===== src/rtl/jtag_pkg.sv =====
// ============================================================================
// Module : jtag_pkg
// Brief  : TAP state encoding and instruction opcode constants.
// Rev    : 1.0 - initial release
// ============================================================================
`default_nettype none

package jtag_pkg;

    typedef enum logic [3:0] {
        ST_EXIT2_DR   = 4'h0,
        ST_EXIT1_DR   = 4'h1,
        ST_SHIFT_DR   = 4'h2,
        ST_PAUSE_DR   = 4'h3,
        ST_SELECT_IR  = 4'h4,
        ST_UPDATE_DR  = 4'h5,
        ST_CAPTURE_DR = 4'h6,
        ST_SELECT_DR  = 4'h7,
        ST_EXIT2_IR   = 4'h8,
        ST_EXIT1_IR   = 4'h9,
        ST_SHIFT_IR   = 4'hA,
        ST_PAUSE_IR   = 4'hB,
        ST_RUN_IDLE   = 4'hC,
        ST_UPDATE_IR  = 4'hD,
        ST_CAPTURE_IR = 4'hE,
        ST_TLR        = 4'hF
    } tap_state_t;

    localparam int unsigned c_opc_idcode    = 1;
    localparam int unsigned c_opc_user_base = 2;
    // All-ones, truncated to the instruction register width at the point of use
    localparam logic [31:0] c_opc_bypass    = 32'hFFFF_FFFF;

endpackage

`default_nettype wire


===== src/rtl/jtag_tap_fsm.sv =====
// ============================================================================
// Module : jtag_tap_fsm
// Brief  : IEEE 1149.1 TAP controller state register, transitions and decodes.
// Rev    : 1.0 - initial release
// ============================================================================
`default_nettype none

module jtag_tap_fsm
    import jtag_pkg::*;
(
    input  logic       i_tck,
    input  logic       i_trst_n,
    input  logic       i_tms,
    output tap_state_t o_state,
    output logic       o_tlr,
    output logic       o_capture_ir,
    output logic       o_shift_ir,
    output logic       o_update_ir,
    output logic       o_capture_dr,
    output logic       o_shift_dr,
    output logic       o_update_dr
);

    tap_state_t r_state;
    tap_state_t w_next;

    always_ff @(posedge i_tck) begin
        if (!i_trst_n) r_state <= ST_TLR;
        else           r_state <= w_next;
    end

    always_comb begin
        w_next = r_state;
        case (r_state)
            ST_TLR:        w_next = i_tms ? ST_TLR       : ST_RUN_IDLE;
            ST_RUN_IDLE:   w_next = i_tms ? ST_SELECT_DR : ST_RUN_IDLE;
            ST_SELECT_DR:  w_next = i_tms ? ST_SELECT_IR : ST_CAPTURE_DR;
            ST_CAPTURE_DR: w_next = i_tms ? ST_EXIT1_DR  : ST_SHIFT_DR;
            ST_SHIFT_DR:   w_next = i_tms ? ST_EXIT1_DR  : ST_SHIFT_DR;
            ST_EXIT1_DR:   w_next = i_tms ? ST_UPDATE_DR : ST_PAUSE_DR;
            ST_PAUSE_DR:   w_next = i_tms ? ST_EXIT2_DR  : ST_PAUSE_DR;
            ST_EXIT2_DR:   w_next = i_tms ? ST_UPDATE_DR : ST_SHIFT_DR;
            ST_UPDATE_DR:  w_next = i_tms ? ST_SELECT_DR : ST_RUN_IDLE;
            ST_SELECT_IR:  w_next = i_tms ? ST_TLR       : ST_CAPTURE_IR;
            ST_CAPTURE_IR: w_next = i_tms ? ST_EXIT1_IR  : ST_SHIFT_IR;
            ST_SHIFT_IR:   w_next = i_tms ? ST_EXIT1_IR  : ST_SHIFT_IR;
            ST_EXIT1_IR:   w_next = i_tms ? ST_UPDATE_IR : ST_PAUSE_IR;
            ST_PAUSE_IR:   w_next = i_tms ? ST_EXIT2_IR  : ST_PAUSE_IR;
            ST_EXIT2_IR:   w_next = i_tms ? ST_UPDATE_IR : ST_SHIFT_IR;
            ST_UPDATE_IR:  w_next = i_tms ? ST_SELECT_DR : ST_RUN_IDLE;
            default:       w_next = ST_TLR;
        endcase
    end

    always_comb begin
        o_state      = r_state;
        o_tlr        = (r_state == ST_TLR);
        o_capture_ir = (r_state == ST_CAPTURE_IR);
        o_shift_ir   = (r_state == ST_SHIFT_IR);
        o_update_ir  = (r_state == ST_UPDATE_IR);
        o_capture_dr = (r_state == ST_CAPTURE_DR);
        o_shift_dr   = (r_state == ST_SHIFT_DR);
        o_update_dr  = (r_state == ST_UPDATE_DR);
    end

endmodule

`default_nettype wire


===== src/rtl/jtag_tap_multi.sv =====
// ============================================================================
// Module : jtag_tap_multi
// Brief  : JTAG TAP with IR, BYPASS, IDCODE and NUM_DR user data registers.
// Rev    : 1.0 - initial release
// ============================================================================
`default_nettype none

module jtag_tap_multi
    import jtag_pkg::*;
#(
    parameter int unsigned           IR_WIDTH   = 4,
    parameter int unsigned           DR_WIDTH   = 32,
    parameter int unsigned           NUM_DR     = 3,
    parameter logic [DR_WIDTH-1:0]   IDCODE_VAL = 32'h1234_5001
) (
    input  logic                         TCK,
    input  logic                         TRST_N,
    input  logic                         TMS,
    input  logic                         TDI,
    output logic                         TDO,
    output logic                         TDO_EN,
    input  logic [NUM_DR*DR_WIDTH-1:0]   dr_capture_val,
    output logic [DR_WIDTH-1:0]          dr_update_val,
    output logic [NUM_DR-1:0]            dr_update,
    output logic [NUM_DR-1:0]            dr_sel,
    output logic [3:0]                   tap_state
);

    localparam logic [IR_WIDTH-1:0] c_ir_idcode = IR_WIDTH'(c_opc_idcode);
    localparam logic [IR_WIDTH-1:0] c_ir_bypass = c_opc_bypass[IR_WIDTH-1:0];

    tap_state_t w_state;
    logic w_tlr, w_cap_ir, w_sh_ir, w_upd_ir, w_cap_dr, w_sh_dr, w_upd_dr;

    logic [IR_WIDTH-1:0] r_ir;
    logic [IR_WIDTH-1:0] r_ir_sh;
    logic [DR_WIDTH-1:0] r_dr_sh;
    logic                r_bypass;
    logic [NUM_DR-1:0]   r_dr_sel;
    logic [NUM_DR-1:0]   r_upd;
    logic [DR_WIDTH-1:0] r_upd_val;

    logic [NUM_DR-1:0]   w_sel_next;
    logic [DR_WIDTH-1:0] w_user_cap;
    logic                w_idcode;
    logic                w_bypass;

    jtag_tap_fsm u_fsm (
        .i_tck        (TCK),
        .i_trst_n     (TRST_N),
        .i_tms        (TMS),
        .o_state      (w_state),
        .o_tlr        (w_tlr),
        .o_capture_ir (w_cap_ir),
        .o_shift_ir   (w_sh_ir),
        .o_update_ir  (w_upd_ir),
        .o_capture_dr (w_cap_dr),
        .o_shift_dr   (w_sh_dr),
        .o_update_dr  (w_upd_dr)
    );

    // User DR k answers to opcode k+2; the one-hot select is decoded ahead of Update-IR
    always_comb begin
        w_sel_next = '0;
        w_user_cap = '0;
        for (int k = 0; k < int'(NUM_DR); k++) begin
            if (r_ir_sh == IR_WIDTH'(k + int'(c_opc_user_base))) w_sel_next[k] = 1'b1;
            if (r_dr_sel[k]) w_user_cap = w_user_cap | dr_capture_val[k*DR_WIDTH +: DR_WIDTH];
        end
        w_idcode = (r_ir == c_ir_idcode);
        w_bypass = (r_ir == c_ir_bypass) || (!w_idcode && (r_dr_sel == '0));
    end

    always_ff @(posedge TCK) begin
        if (!TRST_N || w_tlr) begin
            r_ir     <= c_ir_idcode;
            r_dr_sel <= '0;
        end else if (w_upd_ir) begin
            r_ir     <= r_ir_sh;
            r_dr_sel <= w_sel_next;
        end
    end

    always_ff @(posedge TCK) begin
        if (!TRST_N)       r_ir_sh <= '0;
        else if (w_cap_ir) r_ir_sh <= IR_WIDTH'(2'b01);
        else if (w_sh_ir)  r_ir_sh <= {TDI, r_ir_sh[IR_WIDTH-1:1]};
    end

    // IDCODE and the user registers share one shift chain; BYPASS has its own bit
    always_ff @(posedge TCK) begin
        if (!TRST_N) begin
            r_dr_sh  <= '0;
            r_bypass <= 1'b0;
        end else if (w_cap_dr) begin
            if (w_bypass)      r_bypass <= 1'b0;
            else if (w_idcode) r_dr_sh  <= IDCODE_VAL;
            else               r_dr_sh  <= w_user_cap;
        end else if (w_sh_dr) begin
            if (w_bypass) r_bypass <= TDI;
            else          r_dr_sh  <= {TDI, r_dr_sh[DR_WIDTH-1:1]};
        end
    end

    always_ff @(posedge TCK) begin
        r_upd <= '0;
        if (!TRST_N) begin
            r_upd_val <= '0;
        end else if (w_upd_dr && !w_bypass && !w_idcode) begin
            r_upd     <= r_dr_sel;
            r_upd_val <= r_dr_sh;
        end
    end

    always_comb begin
        TDO_EN = w_sh_ir | w_sh_dr;
        TDO    = 1'b0;
        if (w_sh_ir)      TDO = r_ir_sh[0];
        else if (w_sh_dr) TDO = w_bypass ? r_bypass : r_dr_sh[0];
    end

    assign dr_update_val = r_upd_val;
    assign dr_update     = r_upd;
    assign dr_sel        = r_dr_sel;
    assign tap_state     = w_state;

endmodule

`default_nettype wire


===== config.mk =====
export PLATFORM = sky130hd
export DESIGN_NAME = jtag_tap_multi
export DESIGN_NICKNAME = d
export VERILOG_FILES = /design/src/rtl/jtag_pkg.sv /design/src/rtl/jtag_tap_fsm.sv /design/src/rtl/jtag_tap_multi.sv
export SDC_FILE = /design/constraint.sdc
export NUM_CORES = 1
export LEC_CHECK = 0
export CORE_MARGIN = 2
export CORE_UTILIZATION = 45
export DETAILED_ROUTE_END_ITERATION = 12
export PLACE_DENSITY = 0.8
export SLEW_MARGIN = 10
export SYNTH_ARGS = -nofsm -noshare
export SYNTH_HDL_FRONTEND = slang
export SYNTH_SLANG_ARGS = --single-unit

===== constraint.sdc =====
create_clock -name TCK -period 2.3 [get_ports TCK]
set_input_delay 0.575 -clock TCK [delete_from_list [all_inputs] [get_ports TCK]]
set_output_delay 0.575 -clock TCK [all_outputs]
set_load 0.03 [all_outputs]

* After elaboration in Yosys (flattened, before gate mapping) *
Cells that the tools add are included.

word-level totals
  output and inout bits = 44
  bits in registers = 83
  word-level logic and storage cells = 86

operators by class
  bitwise gates (word level) = 5
  eq/ne operators = 20
  multiplexer cells = 33
  reduce and logical (&&, ||, !) cells = 19

operators with widths
  cell                                            count
  two-way mux 32 bit                              8
  OR 32 bit                                       2
  case mux 4 bit (12 select lines)                1
  == test 4 bit (second input constant)           9
  == test 4 x 3 -> 1 bit (second input constant)  5
  == test 4 x 2 -> 1 bit (second input constant)  4
  two-way mux 1 bit                               13
  two-way mux 2 bit                               6
  two-way mux 3 bit                               4
  == test 4 x 1 -> 1 bit (second input constant)  2
  AND reduction 2 bit                             3
  OR reduction 2 bit                              3
  zero test 4 bit                                 1
  two-way mux 4 bit                               1
  nonzero test 2 bit                              2
  logical AND 1 bit                               3
  zero test 1 bit                                 3
  zero test 3 bit                                 1
  OR reduction 3 bit                              1
  logical OR 1 bit                                2
  inverter 1 bit                                  2
  OR 1 bit                                        1

* Longest topological paths before layout *
Gate-level depths: netlist of run 1.

  depth after elaboration = 8
  gate-level depth with buffers = 7

* Hierarchy *
From an unflattened synthesis of run 1, not the netlist that was laid out.

second synthesis, totals
  cell total of the unflattened synthesis = 436
  area total of the unflattened synthesis = 3950.0 um2

modules (own cells, without submodules)
  module          times used  area each (um2)  cells each  seq. area each (um2)
  jtag_tap_multi  1           3696.0           403         1581.5
  jtag_tap_fsm    1           254.0            33          80.1

* Least setup slack after synthesis of run 1 *
OpenSTA, ideal clock, no wires.

  kind = reg2out
  start point = register u_fsm.r_state[0], in the netlist u_fsm.o_state[0]
  end point = output TDO
  required time = 1725 ps
  setup slack = 59 ps
  path buffers = 1
  cell stages (with the launch flop) = 5
  arrival = 1666 ps
  cell sequence = dfxtp_1 buf_2 nand2b_1 nor2_1 and4b_1

between the ends
  cells in the longest elaborated chain, start to end = 3
  elaborated cells between the ends (all ways) = 4
  those cells by class = eq/ne (2); mux (2)

ends and longest elaborated chain
  element                 RTL line               text
  from (decl)             jtag_tap_fsm.sv:24     tap_state_t r_state;
  from (signal assigned)  jtag_tap_fsm.sv:29     else r_state <= w_next;
  == test 4 x 2 -> 1 bit  jtag_tap_fsm.sv:62     o_shift_dr = (r_state == ST_SHIFT_DR);
  two-way mux 1 bit       jtag_tap_multi.sv:119  else if (w_sh_dr) TDO = w_bypass ? r_bypass : r_dr_sh[0];
  two-way mux 1 bit (*)   jtag_tap_multi.sv:118  if (w_sh_ir) TDO = r_ir_sh[0];
  to (decl)               jtag_tap_multi.sv:20   output logic TDO,

Every way passes the cells marked *; elsewhere a longest branch is shown, timed or not.

* Worst setup path in the final report of run 1 *
  start point = register r_ir[3]
  end point = output TDO

between the ends
  cells in the longest elaborated chain, start to end = 7
  elaborated cells between the ends (all ways) = 8
  those cells by class = eq/ne (2); mux (3); reduce/logical (3)

ends and longest elaborated chain
  element                             RTL line               text
  from (decl)                         jtag_tap_multi.sv:35   logic [IR_WIDTH-1:0] r_ir;
  from (signal assigned)              jtag_tap_multi.sv:76   r_ir <= c_ir_idcode;
  from (signal assigned)              jtag_tap_multi.sv:79   r_ir <= r_ir_sh;
  == test 4 x 1 -> 1 bit              jtag_tap_multi.sv:70   w_idcode = (r_ir == c_ir_idcode);
  zero test 1 bit                     jtag_tap_multi.sv:71   w_bypass = (r_ir == c_ir_bypass) || (!w_idcode && (r_dr_sel == '0));
  logical AND 1 bit                   jtag_tap_multi.sv:71
  logical OR 1 bit (*)                jtag_tap_multi.sv:71
  two-way mux 1 bit (*) (2 in a row)  jtag_tap_multi.sv:119
  two-way mux 1 bit (*)               jtag_tap_multi.sv:118

Marks and branches as above.

==> run metrics, run 1 <==
Clock Tree Buf Depth 2; Worst Hold Slack 0.462 ns; Cell variety after synth 47; Post-route DRC 0; Worst Setup Start Kind flip-flop; die area 9910 µm²; CP top delay family simple AND/OR/NAND/NOR gates; final-report hold violation count 0; hold crit path type flip-flop to flip-flop; Leak Pwr 2.12 nW; # rows 34; Inserted Clock Buffers 9; Initial Utilization 46.6%; DR vias/cell 6.20; Critical Path, Cell by Cell or3b_4, a21oi_4, nor4_2, and4b_1, buf_6; Max H-tree Level 3; delay of the slowest cell on the worst path 0.41 ns; DPL Wire Length 8790 µm; post-synth top area cell dfxtp_1; Filler Cell Count 740; post-synth net total 537; Seq/Total Area, Yosys 40.5%; Top FF cell, synth dfxtp_1; share of the synthesized area in the top cell type 40.5%; synthesized area 4110 µm²; First DRT Iteration DRCs 299; CP max-delay cell or3b_4; CP Max Fanout 4; share of layout cells above drive strength 1 9.68%; first-pass GRT wire length 20000 µm; Final setup viols 1; Peak Freq 0.421 GHz; status finished, violations left; Bufs and invs on worst path 1; die span in x 99.5 µm; Setup Total Neg Slack -0.0766 ns; CTS tree done; synth warn 0; Commonest cells post-synth dfxtp_1 (83), nand2_1 (75), mux2i_1 (45); peak supply drop 0.000324 V; number of diodes 0; period utilization 103%; net count reported at finish 663; Clock Latency Late Sink 0.35 ns; number of max-cap violations 0; Worst-Margin Slew 0.795 ns; Placed Instances 658; Final Wtd Congestion 0.827; post-synthesis cell count 437; GR Overflow Total 0; ranking of synthesized cells by area dfxtp_1 (40%), mux2i_1 (11%), a222oi_1 (7.8%); clk_skew 0.00819 ns; vias in the first global route 4087; fin crit period 2.38 ns; RSZ-0062 raised after global routing yes; Tot GR Track Use 25.0%; Die Ht 99.5 µm; pins over their slew limit 0; top-count cell post-synth dfxtp_1; hold buffers post-CTS 0; Root Buffer clkbuf_8; EDFF count, synth 0; Power Dens Cells 482 nW/µm²; Port Buffers 143; post-synthesis area per instance 9.40 µm²; WL final 12600 µm; FFs w/ async S/R, synth 0%; flops & latches, synth 83; TritonCTS sink count 83; area grow syn2layout 40.3%; WL per Instance 18.6 µm; initial antenna violation count 0; core area 8810 µm²; final setup margin -0.0766 ns; Critical Path End Type output port; worst setup path category flip-flop to output port; IO Count 144; WP data arrival 1.80 ns; pin count of the biggest net entering global routing 52; failing checks negative setup slack; Max-Slew Margin vs Limit 46.8%; critical path required time 1.73 ns; via count 4192; Non-Filler Instances 676; clock slew at reported path FFs 0.09 ns; Routed Antenna Nets 0; drt first pass iters 5
## cell type report
| class | count | area [µm²] | share of cell area, % |
|---|---|---|---|
| Tap cell | 108 | 135 | 2.35 |
| Clock buffer | 10 | 128 | 2.21 |
| Multi-Input combinational cell | 304 | 2200 | 38.2 |
| Clock inverter | 6 | 41.3 | 0.717 |
| Timing Repair Buffer | 161 | 1570 | 27.2 |
| Inverter | 4 | 15.0 | 0.261 |
| Sequential cell | 83 | 1670 | 29.1 |
## per-layer routing
layer  routed length [µm]  vias to the layer above  global-route usage, %
met5                    0                        -                      0
met4                  228                        0                   7.38
met3                 1050                       21                   5.06
met2                 6190                      222                   44.0
met1                 5100                     2000                   30.9
li1                     -                     1949                      -
## metrics by stage
step | power [mW] | area, µm² | worst slack [ns] | utilization [%]
floorplan | 1.65 | 4110 | 0.0586 | -
global placement | 1.87 | 5550 | 0.331 | 63.1
detailed placement | 1.88 | 5550 | 0.277 | 63.1
CTS | 2.79 | 5730 | -0.0288 | 65.1
global route | 2.88 | 5760 | -0.152 | 65.4
finish | 2.78 | 5760 | -0.0766 | 65.4
## where the power goes
part	switching (mW)	internal, mW	total (mW)
clock	0.537	0.392	0.929
sequential	0.0159	1.44	1.46
combinational	0.169	0.219	0.388
total	0.721	2.06	2.78
## state kept, by name (all words and copies together), names as in the netlist
register       count
dr_update          3
dr_update_val     32
r_dr_sh           32
u_fsm.o_state      4
dr_sel             3
r_ir               4
r_ir_sh            4
r_bypass           1
## layout by cell type, fill, tap and decap left out, drive strengths merged, types with 3 or more instances in the layout
cell type	Yosys	layout
a222oi	32	32
a21oi	6	6
nor3	3	3
nor4	3	3
nand3	33	33
buf	18	23
nand2b	4	4
dfxtp	83	83
mux2i	45	45
nand2	76	76
clkdlybuf4s50	0	137
nand4b	3	3
o21ai	5	5
nor2	11	11
o221ai	24	24
o211ai	10	10
clkinvlp	0	3
a2bb2oi	24	24
and3	4	4
clkbuf	28	10
inv	4	5
## what timing repair did
| action | 4_1_cts | 5_1_grt |
|---|---|---|
| pin swaps | 3 | 3 |
| resized for setup | 6 | 5 |
| endpoints found under the hold margin | 0 | 0 |
| setup endpoints to repair | 3 | 1 |
| setup buffers | 0 | 2 |
## logic make-up after synthesis
family / share of synthesized area, %
AND/OR/NAND/NOR: 17.4
flip-flops: 40.5
AO/OA/AOI/OAI: 24.6
buffers and inverters: 6.55
multiplexers: 11.0
## worst min-delay path: stages (launching register included)
cell and delay [ns]:
dfxtp_1 0.32, nand2_1 0.05, mux2i_1 0.05
## worst paths after layout
check / from / endpoint / slack [ns] / cells past startpoint
setup / recovery: r_ir[3]$_SDFFE_PP0P_ / TDO / -0.08 / 5
hold / removal: dr_update_val[3]$_SDFFE_PN0P_ / dr_update_val[3]$_SDFFE_PN0P_ / 0.46 / 2
setup reg to reg: r_ir[3]$_SDFFE_PP0P_ / r_dr_sh[15]$_SDFFE_PN0P_ / 0.26 / 5
hold reg to reg: dr_update_val[3]$_SDFFE_PN0P_ / dr_update_val[3]$_SDFFE_PN0P_ / 0.46 / 2
Note: power is estimated with default switching activity, not from simulation.
==> inputs of run 2 (changes only) <==
Settings changed: SLEW_MARGIN 10 to default.
==> results of run 2 <==
Final layout, timing and power as in run 1 (identical DEF).
